[config.mk]
export PLATFORM = sky130hd
export DESIGN_NAME = register_transfer_controller
export DESIGN_NICKNAME = d
export VERILOG_FILES = /design/src/rtl/register_transfer_pkg.sv /design/src/rtl/rtc_hold_counter.sv /design/src/rtl/register_transfer_controller.sv
export SDC_FILE = /design/constraint.sdc
export NUM_CORES = 1
export LEC_CHECK = 0
export ABC_AREA = 1
export CELL_PAD_IN_SITES_DETAIL_PLACEMENT = 0
export CELL_PAD_IN_SITES_GLOBAL_PLACEMENT = 1
export CORE_UTILIZATION = 32
export CTS_CLUSTER_SIZE = 20
export DETAILED_ROUTE_END_ITERATION = 8
export MAX_ROUTING_LAYER = met4
export PLACE_DENSITY = 0.95
export SYNTH_ARGS = -nofsm -noshare
export SYNTH_HDL_FRONTEND = slang
export SYNTH_SLANG_ARGS = --single-unit
[constraint.sdc]
create_clock -name In_Clock -period 3.8 [get_ports In_Clock]
set_input_delay 1.14 -clock In_Clock [delete_from_list [all_inputs] [get_ports In_Clock]]
set_output_delay 1.14 -clock In_Clock [all_outputs]
set_load 0.05 [all_outputs]
[src/rtl/register_transfer_pkg.sv]
// Shared types and helpers for the register transfer controller.
package register_transfer_pkg;

  typedef enum logic [1:0] {
    IDLE  = 2'd0,
    FETCH = 2'd1,
    WRITE = 2'd2,
    DONE  = 2'd3
  } rtc_state_e;

  localparam logic MODE_LOAD = 1'b0;
  localparam logic MODE_MOVE = 1'b1;

  // Bits needed to index n items; never narrower than one bit.
  function automatic int rtc_addr_width(input int n);
    return (n <= 2) ? 1 : $clog2(n);
  endfunction

endpackage

[src/rtl/rtc_hold_counter.sv]
// Loadable down-counter with zero flag; times the WRITE dwell.
// Loading sets the count to P_Cycles-1 so the flag rises on the last dwell cycle.
module rtc_hold_counter
  import register_transfer_pkg::*;
#(
  parameter int P_Cycles = 1
) (
  input  logic i_clk,
  input  logic i_rst_n,
  input  logic i_load,
  input  logic i_dec,
  output logic o_zero
);

  localparam int CW = rtc_addr_width(P_Cycles);

  logic [CW-1:0] r_count;

  // Load has priority; decrement saturates at zero.
  always_ff @(posedge i_clk) begin
    if (!i_rst_n)                     r_count <= '0;
    else if (i_load)                  r_count <= CW'(P_Cycles - 1);
    else if (i_dec && r_count != '0)  r_count <= r_count - 1'b1;
  end

  assign o_zero = (r_count == '0);

endmodule

[src/rtl/register_transfer_controller.sv]
// Sequencer in front of the register-file address decoder.
// Accepts load-immediate / register-move requests and holds the decoder
// address+enable stable for P_WriteCycles cycles, then pulses Out_Done.
// Optional: REGISTER_TRANSFER_ZERO_PROTECT_EN makes register 0 read-only
// (dst==0 requests skip straight to DONE and set the sticky Out_Error).
// All outputs are registered from the next state, so they are glitch-free
// and go to 0 on the reset edge.
module register_transfer_controller
  import register_transfer_pkg::*;
#(
  parameter  int P_RegCount    = 8,
  parameter  int P_DataWidth   = 8,
  parameter  int P_WriteCycles = 1,
  localparam int AW            = rtc_addr_width(P_RegCount)
) (
  input  logic                   In_Clock,
  input  logic                   In_Reset_n,
  input  logic                   In_ReqValid,
  output logic                   Out_ReqReady,
  input  logic                   In_ReqMode,
  input  logic [AW-1:0]          In_ReqSrc,
  input  logic [AW-1:0]          In_ReqDst,
  input  logic [P_DataWidth-1:0] In_ReqData,
  output logic [AW-1:0]          Out_ReadAddress,
  input  logic [P_DataWidth-1:0] In_ReadData,
  output logic [AW-1:0]          Out_Address,
  output logic                   Out_Enable,
  output logic [P_DataWidth-1:0] Out_WriteData,
  output logic                   Out_Done,
  output logic                   Out_Error
);

  if (P_WriteCycles < 1) begin : g_bad_cfg
    $error("register_transfer_controller: P_WriteCycles must be >= 1");
  end

  rtc_state_e             r_state, w_next;
  logic                   r_ready, r_enable, r_done;
  logic [AW-1:0]          r_dst, r_raddr, r_addr;
  logic [P_DataWidth-1:0] r_wdata;
  logic                   w_accept, w_zero_hit, w_cnt_zero, w_cnt_load, w_cnt_dec;
  logic                   w_enter_write;
  logic [AW-1:0]          w_wr_dst;
  logic [P_DataWidth-1:0] w_wr_data;

  assign w_accept = (r_state == IDLE) && In_ReqValid && r_ready;

`ifdef REGISTER_TRANSFER_ZERO_PROTECT_EN
  assign w_zero_hit = (In_ReqDst == '0);
`else
  assign w_zero_hit = 1'b0;
`endif

  // State register.
  always_ff @(posedge In_Clock) begin
    if (!In_Reset_n) r_state <= IDLE;
    else             r_state <= w_next;
  end

  // Next-state logic.
  always_comb begin
    w_next = r_state;
    case (r_state)
      IDLE: begin
        if (w_accept) begin
          if (w_zero_hit)                   w_next = DONE;
          else if (In_ReqMode == MODE_MOVE) w_next = FETCH;
          else                              w_next = WRITE;
        end
      end
      FETCH:   w_next = WRITE;
      WRITE:   if (w_cnt_zero) w_next = DONE;
      DONE:    w_next = IDLE;
      default: w_next = IDLE;
    endcase
  end

  // Loads come straight from the request; moves take the read data
  // presented during FETCH, using the destination captured at accept.
  assign w_enter_write = (w_next == WRITE) && (r_state != WRITE);
  assign w_wr_dst      = (r_state == IDLE) ? In_ReqDst  : r_dst;
  assign w_wr_data     = (r_state == IDLE) ? In_ReqData : In_ReadData;

  assign w_cnt_load = w_enter_write;
  assign w_cnt_dec  = (r_state == WRITE);

  rtc_hold_counter #(
    .P_Cycles (P_WriteCycles)
  ) u_hold (
    .i_clk   (In_Clock),
    .i_rst_n (In_Reset_n),
    .i_load  (w_cnt_load),
    .i_dec   (w_cnt_dec),
    .o_zero  (w_cnt_zero)
  );

  // Registered outputs; address/data only change when a write begins.
  always_ff @(posedge In_Clock) begin
    if (!In_Reset_n) begin
      r_ready  <= 1'b0;
      r_enable <= 1'b0;
      r_done   <= 1'b0;
      r_dst    <= '0;
      r_raddr  <= '0;
      r_addr   <= '0;
      r_wdata  <= '0;
    end else begin
      r_ready  <= (w_next == IDLE);
      r_enable <= (w_next == WRITE);
      r_done   <= (w_next == DONE);
      if (w_accept) r_dst <= In_ReqDst;
      if (w_accept && w_next == FETCH) r_raddr <= In_ReqSrc;
      if (w_enter_write) begin
        r_addr  <= w_wr_dst;
        r_wdata <= w_wr_data;
      end
    end
  end

`ifdef REGISTER_TRANSFER_ZERO_PROTECT_EN
  logic r_error;

  // Sticky: set on entering DONE for a dst==0 request, cleared only by reset.
  always_ff @(posedge In_Clock) begin
    if (!In_Reset_n)                       r_error <= 1'b0;
    else if (w_accept && w_next == DONE)   r_error <= 1'b1;
  end

  assign Out_Error = r_error;
`else
  assign Out_Error = 1'b0;
`endif

  assign Out_ReqReady    = r_ready;
  assign Out_Enable      = r_enable;
  assign Out_Done        = r_done;
  assign Out_ReadAddress = r_raddr;
  assign Out_Address     = r_addr;
  assign Out_WriteData   = r_wdata;

endmodule

* Yosys cells after proc, flatten, opt, wreduce, memory -nomap -nowiden
Cells that the tools add are included.
Operators by class: mux-type cells 6, eq/ne operators 7, $add $sub $neg 1, reduce and logical (&&, ||, !) cells 8, bitwise operators 1
Operators by type and width (number):
- 2-bit == test, second input constant | 4
- 8-bit 2-to-1 mux | 1
- 2-bit case mux with 4 select lines | 1
- 2-bit 2-to-1 mux | 3
- 1-bit logical AND | 5
- 2-bit by 1-bit == test with 1-bit output, second input constant | 2
- 2-bit zero test | 2
- 3-bit 2-to-1 mux | 1
- 2-bit != test, second input constant | 1
- 2-bit OR reduction | 1
- 1-bit inverter | 1
- 1-bit subtractor, second input constant | 1
Storage, ports and cells: bits of input ports 26, bits in registers 23, output and inout bits 18, logic and storage cells 32

* Logic depth before layout (Yosys ltp)
depth in word-level cells 8, depth in mapped cells 12

* Modules after synthesis
From an unflattened synthesis, not the netlist that was laid out.
Second synthesis, totals: cells, all modules 161, area, all modules 1162.4 sq um
Modules (own cells, without submodules):
- register_transfer_controller | instances 1, cells each 154, sequential area each 440.4 sq um, area each 1119.8 sq um
- rtc_hold_counter | instances 1, cells each 7, sequential area each 20.0 sq um, area each 42.5 sq um

* Least setup slack after synthesis
Ideal clock, no wire load.
kind input -> register, start point input In_ReqValid, end point register r_addr[0] (netlist: Out_Address[0]), arrival time 1.916 ns, required time 3.687 ns, buffers on the path 1, slack 1.772 ns, stages on the path 8, cells stage by stage nand3_4 > nand2_2 > nand3_2 > nand2_2 > nand3_4 > buf_2 > nor2_1 > nor2_1
Between the ends: cells in the longest elaborated chain, start to end 6
Ends and longest elaborated chain:
- from (decl) | RTL line register_transfer_controller.sv:18 | input logic In_ReqValid,
- 1-bit logical AND (2 in series) | RTL line register_transfer_controller.sv:46 | assign w_accept = (r_state == IDLE) && In_ReqValid && r_ready;
- 2-bit 2-to-1 mux | RTL line register_transfer_controller.sv:65 | if (w_accept) begin
- 2-bit case mux with 4 select lines | RTL line register_transfer_controller.sv:63 | case (r_state)
- 2-bit == test | RTL line register_transfer_controller.sv:80 | assign w_enter_write = (w_next == WRITE) && (r_state != WRITE);
- 1-bit logical AND | RTL line register_transfer_controller.sv:80
- to (signal assigned) | RTL line register_transfer_controller.sv:114 | r_addr <= w_wr_dst;
- to (decl) | RTL line register_transfer_controller.sv:39 | logic [AW-1:0] r_dst, r_raddr, r_addr;
Every way passes these cells. A chain may end at the register's enable or synchronous reset.

* Final worst setup path
start point register r_ready (netlist: Out_ReqReady), end point output Out_ReqReady
RTL lines:
- from (decl) | RTL line register_transfer_controller.sv:38 | logic r_ready, r_enable, r_done;
- from (signal assigned) | RTL line register_transfer_controller.sv:108 | r_ready <= (w_next == IDLE);
- to (decl) | RTL line register_transfer_controller.sv:19 | output logic Out_ReqReady,
No word-level cell between the ends.

==> flow_summary.json <==
{
  "yosysSeqAreaShare_pct": 40.5,
  "swShare_pct": 48.2,
  "drive_gt1_share_pct": 8.67,
  "cts_buffer_depth": 2,
  "initial_utilization_pct": 33.8,
  "slew_viol_final": 0,
  "io_buffer_count": 42,
  "r2r_cells": 10,
  "cts-buffers-inserted": 3,
  "worstPathCellList": "clkdlybuf4s50_1",
  "setup_viol": 0,
  "dieArea_mm2": 0.00380,
  "p_clk_share_pct": 10.3,
  "synth_top_family_by_area": "simple AND/OR/NAND/NOR gates",
  "syn_inst": 157,
  "rsz0062_at_grt": "false",
  "p_int_mw": 0.583,
  "critPathLaunchType": "flop",
  "die_x_um": 61.6,
  "nNetsFinal": 226,
  "grt_max_degree": 23,
  "std_cell_rows": 21,
  "design_area_mm2": 0.00159,
  "dr.first_iter.drc_count": 46,
  "clock_latency_ps": 320,
  "yosys.area_share.simple_pct": 32.0,
  "hold_buffers": 0,
  "wirelength_mm": 2.34,
  "path_buf_inv": 1,
  "coreArea_mm2": 0.00336,
  "dpl_cell_area_mm2": 0.00157,
  "antenna_found_initial": 0,
  "area_growth_pct": 40.0,
  "grt_pass1_wl_mm": 3.90,
  "preCtsSetupSlack_ps": 1060,
  "wl_per_cell_um": 9.68,
  "synth-adder-area-share_pct": 3.30,
  "hold_class": "flop to flop",
  "grt_use_total_pct": 14.7,
  "setup_tns_ps": 0,
  "max-vdd-ir-drop_v": 0.000285,
  "clock-sinks": 23,
  "critical_path_required_ps": 2660,
  "finalCriticalPeriod_ps": 2710,
  "gp_congestion": 0.772,
  "max_slew_margin_pct": 52.5,
  "worstPathMaxFanout": 3,
  "p_per_area_mw_per_mm2": 707,
  "fill_cells": 366,
  "hold_ws_ps": 469,
  "worst_slack_ps": 1090,
  "cp.arrival_ps": 1570,
  "viasPerCell": 4.18,
  "leakagePower_nw": 0.722,
  "overflow": 0,
  "syn_nets": 186,
  "yosysWarnings": 0,
  "ant_nets": 0,
  "path_clk_slew_ps": 130,
  "slowest_delay_ps": 830,
  "drv_cap": 0,
  "first_global_vias": 939,
  "slowest_stage": "clkdlybuf4s50_1",
  "p_seq_share_pct": 29.3,
  "synth_compound_area_share_pct": 3.74,
  "ys_ff_latch": 23,
  "first_pass_iters": 4,
  "combPwrFrac_pct": 60.4,
  "cp.depth": 1,
  "cts_max_level": 1,
  "min_delay_path_depth": 2,
  "vias": 1011,
  "switchingPower_mw": 0.543,
  "rrSetupSlack_ps": 1570,
  "finalHoldViolations": 0,
  "cts_tree": "yes",
  "postSynthAreaPerCell_um2": 7.24,
  "synth_cell_types": 20,
  "post_cts_buffers": 0,
  "synth-xor-area-share_pct": 0,
  "worst_pin_slew_ps": 712,
  "antennaDiodeCount": 0,
  "outcome": "completed",
  "drc": 0,
  "fmax_ghz": 0.369,
  "die_y_um": 61.6,
  "fin_crit_sh_pct": 71.3,
  "syn-cell-area_mm2": 0.00114,
  "critPathKind": "flop to primary output",
  "cp-end-kind": "primary output",
  "io_pins": 44,
  "power_mw": 1.13,
  "muxShareOfSynthArea_pct": 7.92,
  "place_hpwl_mm": 1.71,
  "cp_top_family": "buffers and inverters",
  "cts_resized": 0,
  "finalClockSkew_ps": 9.84,
  "cts_root_buffer": "clkbuf_4"
}
[layout make-up]
class	count	area, um2	share of cell area (%)
clock buffer	4	26.3	1.65
inverter	24	90.1	5.66
multi-input combinational	103	538	33.8
sequential	23	460	28.9
tap	46	57.6	3.61
timing repair buffer	42	420	26.4
[registers in the layout, indices dropped and copies added, names as in the netlist]
register         cells
Out_Address          3
Out_Done             1
Out_Enable           1
Out_ReadAddress      3
Out_ReqReady         1
Out_WriteData        8
r_dst                3
r_state              2
u_hold.r_count       1
[final timing paths]
path,start,to
max,Out_ReqReady$_SDFF_PN0_,Out_ReqReady
min,r_dst[0]$_SDFFE_PN0N_,r_dst[0]$_SDFFE_PN0N_
max reg2reg,r_state[0]$_SDFF_PN0_,Out_WriteData[3]$_SDFFE_PN0P_
min reg2reg,r_dst[0]$_SDFFE_PN0N_,r_dst[0]$_SDFFE_PN0N_
[power by group through the flow]
stage / logic (mW) / clock network [mW] / registers (mW)
floorplan: 0.412 / 0 / 0.473
global placement: 0.682 / 0 / 0.335
detailed placement: 0.687 / 0 / 0.336
CTS: 0.690 / 0.121 / 0.330
global route: 0.754 / 0.135 / 0.336
finish: 0.681 / 0.116 / 0.330
[synth_stat cells]
cell type	n	area, um2
buf_6	2	22.5
nor2_1	36	135
clkbuf_1	1	3.75
mux2_2	8	90.1
a21oi_1	1	5.00
inv_1	24	90.1
buf_2	3	15.0
conb_1	1	3.75
a211oi_1	3	22.5
nor3_1	1	5.00
nand3_2	1	10.0
nand3_1	3	15.0
o21ai_0	3	15.0
nand2_2	3	18.8
nand2_1	37	139
dfxtp_1	23	460
buf_4	1	7.51
nand4_1	1	6.26
nand3_4	2	35.0
ha_1	3	37.5
[logic make-up (layout without fill, tap and decap cells)]
family	Yosys count	after routing
AOI/OAI and AO/OA	7	7
adders and majority gates	3	3
buffers and inverters	31	70
DFF	23	23
muxes	8	8
other	1	1
and+or+nand+nor	84	84
[routing by layer]
metal | up-vias | track usage, % | share of wire [%]
met4 | 0 | 3.81 | 0.90
met5 | - | - | 0
li1 | 545 | - | -
met1 | 435 | 17.6 | 49
met2 | 27 | 23.8 | 46
met3 | 4 | 4.41 | 4.3
[layout by cell type (no fill, tap or decap)]
master and count:
clkdlybuf4s50_1 42, nand4_1 1, nand3_1 3, nor3_1 1, mux2_2 8, inv_1 24
dfxtp_1 23, a21oi_1 1, nor2_1 36, nand2_1 37, clkbuf_1 1, nand2_2 3
nand3_4 2, nand3_2 1, o21ai_0 3, ha_1 3, clkbuf_4 3, a211oi_1 3
conb_1 1
[worst min-delay path, cell delays in order (launching register included)]
cell	delay [ps]
dfxtp_1	320
inv_1	50
a211oi_1	60
[through the flow]
step	util (%)	cells
after global routing	47.4	242
after CTS	47.4	242
after detailed placement	46.6	238
after floorplan	-	157
after global placement	46.6	238
final	47.4	242
Note: power is estimated with default switching activity, not from simulation.
